==> src/rtl/apb_led_pkg.sv <==
// Shared types and constants for the APB LED-slave arbiter.
package apb_led_pkg;

  localparam int APB_DATA_W = 32;

  typedef enum logic [1:0] {
    IDLE   = 2'd0,
    SETUP  = 2'd1,
    ACCESS = 2'd2
  } apb_state_t;

  // Register indices of the apb_led_ctl slave
  localparam logic [1:0] LED  = 2'd0;
  localparam logic [1:0] RGBA = 2'd1;
  localparam logic [1:0] RGBB = 2'd2;

endpackage

==> src/rtl/rr_arb2.sv <==
// Two-input round-robin arbiter; last_gnt=1 after reset so port 0 wins first.
module rr_arb2
  import apb_led_pkg::*;
(
  input  logic       clk,
  input  logic       rst,
  input  logic [1:0] req,
  input  logic       advance,
  output logic [1:0] gnt
);

  logic last_gnt;

  always_comb begin
    gnt = 2'b00;
    case (req)
      2'b01:   gnt = 2'b01;
      2'b10:   gnt = 2'b10;
      2'b11:   gnt = last_gnt ? 2'b01 : 2'b10;
      default: gnt = 2'b00;
    endcase
  end

  always_ff @(posedge clk or negedge rst) begin
    if (!rst)
      last_gnt <= 1'b1;
    else if (advance && (|gnt))
      last_gnt <= gnt[1];
  end

endmodule

==> src/rtl/apb_led_arb.sv <==
// Two-port APB master sharing the LED register slave between game logic and host.
// state  | meaning
// IDLE   | no transfer; arbitrate pending requests
// SETUP  | APB setup phase (psel=1, penable=0)
// ACCESS | APB access phase, waiting for pready or timeout
module apb_led_arb
  import apb_led_pkg::*;
#(
  parameter logic [31:0] BASE_ADDR = 32'h0000_0000,
  parameter int          TIMEOUT   = 16
) (
  input  logic                  clk,
  input  logic                  rst,
  input  logic                  req0,
  input  logic                  wr0,
  input  logic [1:0]            addr0,
  input  logic [7:0]            wdata0,
  output logic                  done0,
  output logic                  err0,
  input  logic                  req1,
  input  logic                  wr1,
  input  logic [1:0]            addr1,
  input  logic [7:0]            wdata1,
  output logic                  done1,
  output logic                  err1,
  output logic [7:0]            rdata,
  output logic [31:0]           paddr,
  output logic                  psel,
  output logic                  penable,
  output logic                  pwrite,
  output logic [APB_DATA_W-1:0] pwdata,
  input  logic [APB_DATA_W-1:0] prdata,
  input  logic                  pready,
  input  logic                  pslverr
);

  apb_state_t            state_q, state_d;
  logic                  gsel_q, gsel_d;
  logic [15:0]           cnt_q, cnt_d;
  logic                  psel_d, penable_d, pwrite_d;
  logic [31:0]           paddr_d;
  logic [APB_DATA_W-1:0] pwdata_d;
  logic [7:0]            rdata_d;
  logic                  done0_d, done1_d, err0_d, err1_d;
  logic [1:0]            gnt;
  logic                  advance, finish, fin_err;
  logic                  sel_wr;
  logic [1:0]            sel_addr;
  logic [7:0]            sel_wdata;
  logic                  unused_prdata;

  assign unused_prdata = ^prdata[APB_DATA_W-1:8];

  rr_arb2 u_arb (
    .clk     (clk),
    .rst     (rst),
    .req     ({req1, req0}),
    .advance (advance),
    .gnt     (gnt)
  );

  assign sel_wr    = gnt[1] ? wr1    : wr0;
  assign sel_addr  = gnt[1] ? addr1  : addr0;
  assign sel_wdata = gnt[1] ? wdata1 : wdata0;

  always_comb begin
    state_d   = state_q;
    gsel_d    = gsel_q;
    cnt_d     = cnt_q;
    psel_d    = psel;
    penable_d = penable;
    pwrite_d  = pwrite;
    paddr_d   = paddr;
    pwdata_d  = pwdata;
    rdata_d   = rdata;
    done0_d   = 1'b0;
    done1_d   = 1'b0;
    err0_d    = 1'b0;
    err1_d    = 1'b0;
    advance   = 1'b0;
    finish    = 1'b0;
    fin_err   = 1'b0;
    case (state_q)
      IDLE: begin
        if (|gnt) begin
          advance  = 1'b1;
          gsel_d   = gnt[1];
          psel_d   = 1'b1;
          pwrite_d = sel_wr;
          paddr_d  = BASE_ADDR + {28'h0, sel_addr, 2'b00};
          pwdata_d = {{(APB_DATA_W-8){1'b0}}, sel_wdata};
          state_d  = SETUP;
        end
      end
      SETUP: begin
        penable_d = 1'b1;
        cnt_d     = 16'd0;
        state_d   = ACCESS;
      end
      ACCESS: begin
        if (pready) begin
          finish  = 1'b1;
          fin_err = pslverr;
          rdata_d = pwrite ? 8'h00 : prdata[7:0];
        end else if ((TIMEOUT != 0) && (cnt_q == 16'(TIMEOUT - 1))) begin
          // Slave never answered: abandon the transfer and flag an error
          finish  = 1'b1;
          fin_err = 1'b1;
          rdata_d = 8'h00;
        end else begin
          cnt_d = cnt_q + 16'd1;
        end
        if (finish) begin
          psel_d    = 1'b0;
          penable_d = 1'b0;
          done0_d   = ~gsel_q;
          done1_d   = gsel_q;
          err0_d    = ~gsel_q & fin_err;
          err1_d    = gsel_q & fin_err;
          state_d   = IDLE;
        end
      end
      default: begin
        psel_d    = 1'b0;
        penable_d = 1'b0;
        state_d   = IDLE;
      end
    endcase
  end

  always_ff @(posedge clk or negedge rst) begin
    if (!rst) begin
      state_q <= IDLE;
      gsel_q  <= 1'b0;
      cnt_q   <= 16'd0;
      psel    <= 1'b0;
      penable <= 1'b0;
      pwrite  <= 1'b0;
      paddr   <= 32'h0;
      pwdata  <= '0;
      rdata   <= 8'h00;
      done0   <= 1'b0;
      done1   <= 1'b0;
      err0    <= 1'b0;
      err1    <= 1'b0;
    end else begin
      state_q <= state_d;
      gsel_q  <= gsel_d;
      cnt_q   <= cnt_d;
      psel    <= psel_d;
      penable <= penable_d;
      pwrite  <= pwrite_d;
      paddr   <= paddr_d;
      pwdata  <= pwdata_d;
      rdata   <= rdata_d;
      done0   <= done0_d;
      done1   <= done1_d;
      err0    <= err0_d;
      err1    <= err1_d;
    end
  end

endmodule

==> config.mk <==
export PLATFORM = sky130hd
export DESIGN_NAME = apb_led_arb
export DESIGN_NICKNAME = d
export VERILOG_FILES = /design/src/rtl/apb_led_pkg.sv /design/src/rtl/rr_arb2.sv /design/src/rtl/apb_led_arb.sv
export SDC_FILE = /design/constraint.sdc
export NUM_CORES = 1
export LEC_CHECK = 0
export ABC_AREA = 1
export CAP_MARGIN = 0
export CORE_UTILIZATION = 37
export DETAILED_ROUTE_END_ITERATION = 8
export GPL_TIMING_DRIVEN = 0
export PLACE_DENSITY = 0.8
export SLEW_MARGIN = 20
export SYNTH_ARGS = -nofsm -noshare
export SYNTH_HDL_FRONTEND = slang
export SYNTH_SLANG_ARGS = --single-unit
==> constraint.sdc <==
create_clock -name clk -period 1.5 [get_ports clk]
set_input_delay 0.3 -clock clk [delete_from_list [all_inputs] [get_ports clk]]
set_output_delay 0.3 -clock clk [all_outputs]
set_load 0.02 [all_outputs]
==> results.sh <==
export IMPL_antenna_cells=0
export IMPL_async_flop_share_pct=100.0
export IMPL_max_stage_delay_ns=0.44
export IMPL_outcome="finished, final reports clean"
export IMPL_ys_flop_type="dfrtp_1"
export IMPL_cp_max_fo=6
export IMPL_crit_slowest_cell="dfrtp_2"
export IMPL_floorplan_die_area_um2=7785
export IMPL_yosysTopAreaCell="dfrtp_1"
export IMPL_peakVddDrop_mv=0.9378
export IMPL_yosysTopAreaCellShare_pct=40.02
export IMPL_clock_sinks=45
export IMPL_portBuffers=60
export IMPL_clk_pin_slew_ns=0.08
export IMPL_endpoint_kind="register"
export IMPL_path_common_cell="nand3_4"
export IMPL_io_pins=139
export IMPL_initial_core_util_pct=38.14
export IMPL_die_h_um=88.24
export IMPL_ys_seq_area_share_pct=40.97
export IMPL_r2r_end="cnt_q[5]$_DFFE_PN0P_"
export IMPL_power_density_nw_per_um2=1337
export IMPL_antenna_left=0
export IMPL_die_w_um=88.24
export IMPL_ys_ff_latch=45
export IMPL_critPathKind="register to register"
export IMPL_worstPathArrival_ns=1.66
export IMPL_drive_gt1_share_pct=23.01
export IMPL_holdWs_ns=0.4415
export IMPL_grt_max_degree=34
export IMPL_required_ns=1.68
export IMPL_reg2regPathDepth=8
export IMPL_grt_overflow=0
export IMPL_grt_pass1_wl_um=10270
export IMPL_setup_tns_ns=0
export IMPL_syn_area_um2=2751
export IMPL_clock_path_buffers=2
export IMPL_via_per_inst=4.317
export IMPL_synth_area_top_cells="dfrtp_1 (40%), buf_4 (15%), nand2_1 (13%)"
export IMPL_p_leak_nw=2.000
export IMPL_nets=538
export IMPL_wirelength_um=6069
export IMPL_wl_per_cell_um=10.52
export IMPL_power_mw=5.188
export IMPL_drv_cap=0
export IMPL_grt_total_usage_pct=16.76
export IMPL_most_common_layout_cells="nand2_1 (91), buf_4 (59), conb_1 (54)"
export IMPL_cts_made_buffers=5
export IMPL_num_vias=2491
export IMPL_syn2layout_area_growth_pct=41.06
export IMPL_htreeDepth=2
export IMPL_dpl_hpwl_um=4510
export IMPL_finalSetupViolCount=0
export IMPL_post_synth_cell_area_avg_um2=7.884
export IMPL_clock_skew_ns=0.005365
export IMPL_holdCritPathClass="input port to asynchronous set/reset pin"
export IMPL_place_congestion=0.8767
export IMPL_grt_setup_unrepaired="yes"
export IMPL_grt_pass1_vias=2339
export IMPL_drc_errors=0
export IMPL_period_needed_ns=1.476
export IMPL_finalCritPeriodShare_pct=98.37
export IMPL_core_area_um2=7214
export IMPL_max_freq_mhz=677.7
export IMPL_syn_inst=349
export IMPL_drtIter0Drc=127
export IMPL_synthDistinctLibCells=29
export IMPL_antenna_found_initial=0
export IMPL_clkLatencyLatePin_ns=0.30
export IMPL_path_cells="ha_4 -> nand3_4 -> nor2_4 -> nand2_2 -> nand3_4 -> buf_6 -> nand3_1 -> o21ai_1"
export IMPL_startpoint_type="register"
export IMPL_root_buffer="clkbuf_8"
export IMPL_layout_commonest_cell="nand2_1"
export IMPL_cts_tree="yes"
export IMPL_rows=31
export IMPL_yosysWarningCount=0
export IMPL_drv_slew=0
export IMPL_synth_edf_count=0
export IMPL_drt_pass1_iter_count=6
export IMPL_r2r_start="cnt_q[0]$_DFFE_PN0P_"
export IMPL_report_final_hold_viol_count=0
export IMPL_worst_r2r_setup_slack_ns=0.02
==> power by group <==
| group | switching (mW) | internal [mW] | leakage, nW |
|---|---|---|---|
| clock network | 0.393 | 0.494 | 0.0552 |
| registers | 0.248 | 1.61 | 0.586 |
| logic | 1.52 | 0.927 | 1.36 |
| total | 2.16 | 3.03 | 2.00 |
==> synthesized netlist by cell type (all sizes together), types with 2 or more instances <==
| library cell | count |
|---|---|
| xor2 | 3 |
| o21ai | 36 |
| nand2 | 96 |
| dfrtp | 44 |
| buf | 59 |
| nor2 | 45 |
| clkbuf | 4 |
| nor3 | 3 |
| nand4 | 5 |
| inv | 17 |
| o21bai | 2 |
| nand3 | 28 |
==> kinds of logic (layout without fill, tap and decap cells) <==
logic type | Yosys count | count (layout) | share of synthesized area [%]
adders and majority gates | 1 | 1 | 0.4547
buffers and inverters | 80 | 156 | 19.42
AOI/OAI and AO/OA | 40 | 40 | 8.640
xor gates and xnor gates | 4 | 4 | 1.274
other | 1 | 54 | 0.1363
DFF | 45 | 45 | 40.97
and+or+nand+nor | 178 | 178 | 29.10
==> sequential cells by signal (all words and copies together), names as in the netlist <==
| register | cells |
|---|---|
| cnt_q | 16 |
| pwrite | 1 |
| paddr | 2 |
| gsel_q | 1 |
| penable | 1 |
| pwdata | 8 |
| rdata | 8 |
| state_q | 2 |
| done0 | 1 |
| err1 | 1 |
| done1 | 1 |
| psel | 1 |
| u_arb.last_gnt | 1 |
| err0 | 1 |
==> layout make-up <==
type | instances | area [um2]
clock buffers | 6 | 72.57
well taps | 99 | 123.9
repair buffers | 68 | 646.9
fillers | 673 | 3333
flip-flops and latches | 45 | 1130
inverters | 17 | 63.81
plain buffers | 63 | 478.0
multi-input cells | 277 | 1331
clock inverters | 2 | 35.03
==> worst max path at each step <==
stage	depth (start not counted)	slack, ns	to	start
detailed placement	8	-0.24	cnt_q[15]$_DFFE_PN0P_	cnt_q[0]$_DFFE_PN0P_
CTS	8	0.01	cnt_q[5]$_DFFE_PN0P_	cnt_q[0]$_DFFE_PN0P_
finish	8	0.02	cnt_q[5]$_DFFE_PN0P_	cnt_q[0]$_DFFE_PN0P_
global placement	1	-1.09	rdata[0]$_DFFE_PN0P_	rst
floorplan	9	0.02	rdata[0]$_DFFE_PN0P_	cnt_q[0]$_DFFE_PN0P_
global route	8	-0.04	cnt_q[1]$_DFFE_PN0P_	cnt_q[0]$_DFFE_PN0P_
==> metal layers <==
| layer | wire, um | global-route usage (%) | up-vias | share of wire, % |
|---|---|---|---|---|
| li1 | - | - | 1262 | - |
| met1 | 2420 | 20.23 | 1143 | 40 |
| met2 | 3220 | 29.23 | 79 | 53 |
| met3 | 387 | 4.011 | 7 | 6.4 |
| met4 | 40 | 5.865 | 0 | 0.66 |
| met5 | 0 | 0 | - | 0 |
==> what timing repair did <==
action,4_1_cts,5_1_grt
buffers inserted,2,2
pin swaps,0,1
hold buffers,1,0
endpoints found under the setup margin,57,36
hold endpoints to repair,12,0
cloned,0,2
resized for setup,30,27
==> critical path, delay by kind of cell, from the launching register on <==
family,cells,cell delay [ns]
simple gates,5,0.48
flops,1,0.44
fa+ha+maj,1,0.19
buf+inv,1,0.17
compound gates,1,0.08
==> per-stage QoR <==
| step | utilization [%] | worst slack (ns) | cells | cell area (um2) |
|---|---|---|---|---|
| 2_1_floorplan | - | 0.01613 | 402 | 2950 |
| 3_3_place_gp | 50.94 | -1.087 | 561 | 3675 |
| 3_5_place_dp | 51.14 | -0.2449 | 562 | 3690 |
| 4_1_cts | 52.84 | 0.009986 | 573 | 3812 |
| 5_1_grt | 53.80 | -0.04490 | 577 | 3881 |
| 6_report | 53.80 | 0.02440 | 577 | 3881 |
Power figures use the tool's default switching activity.
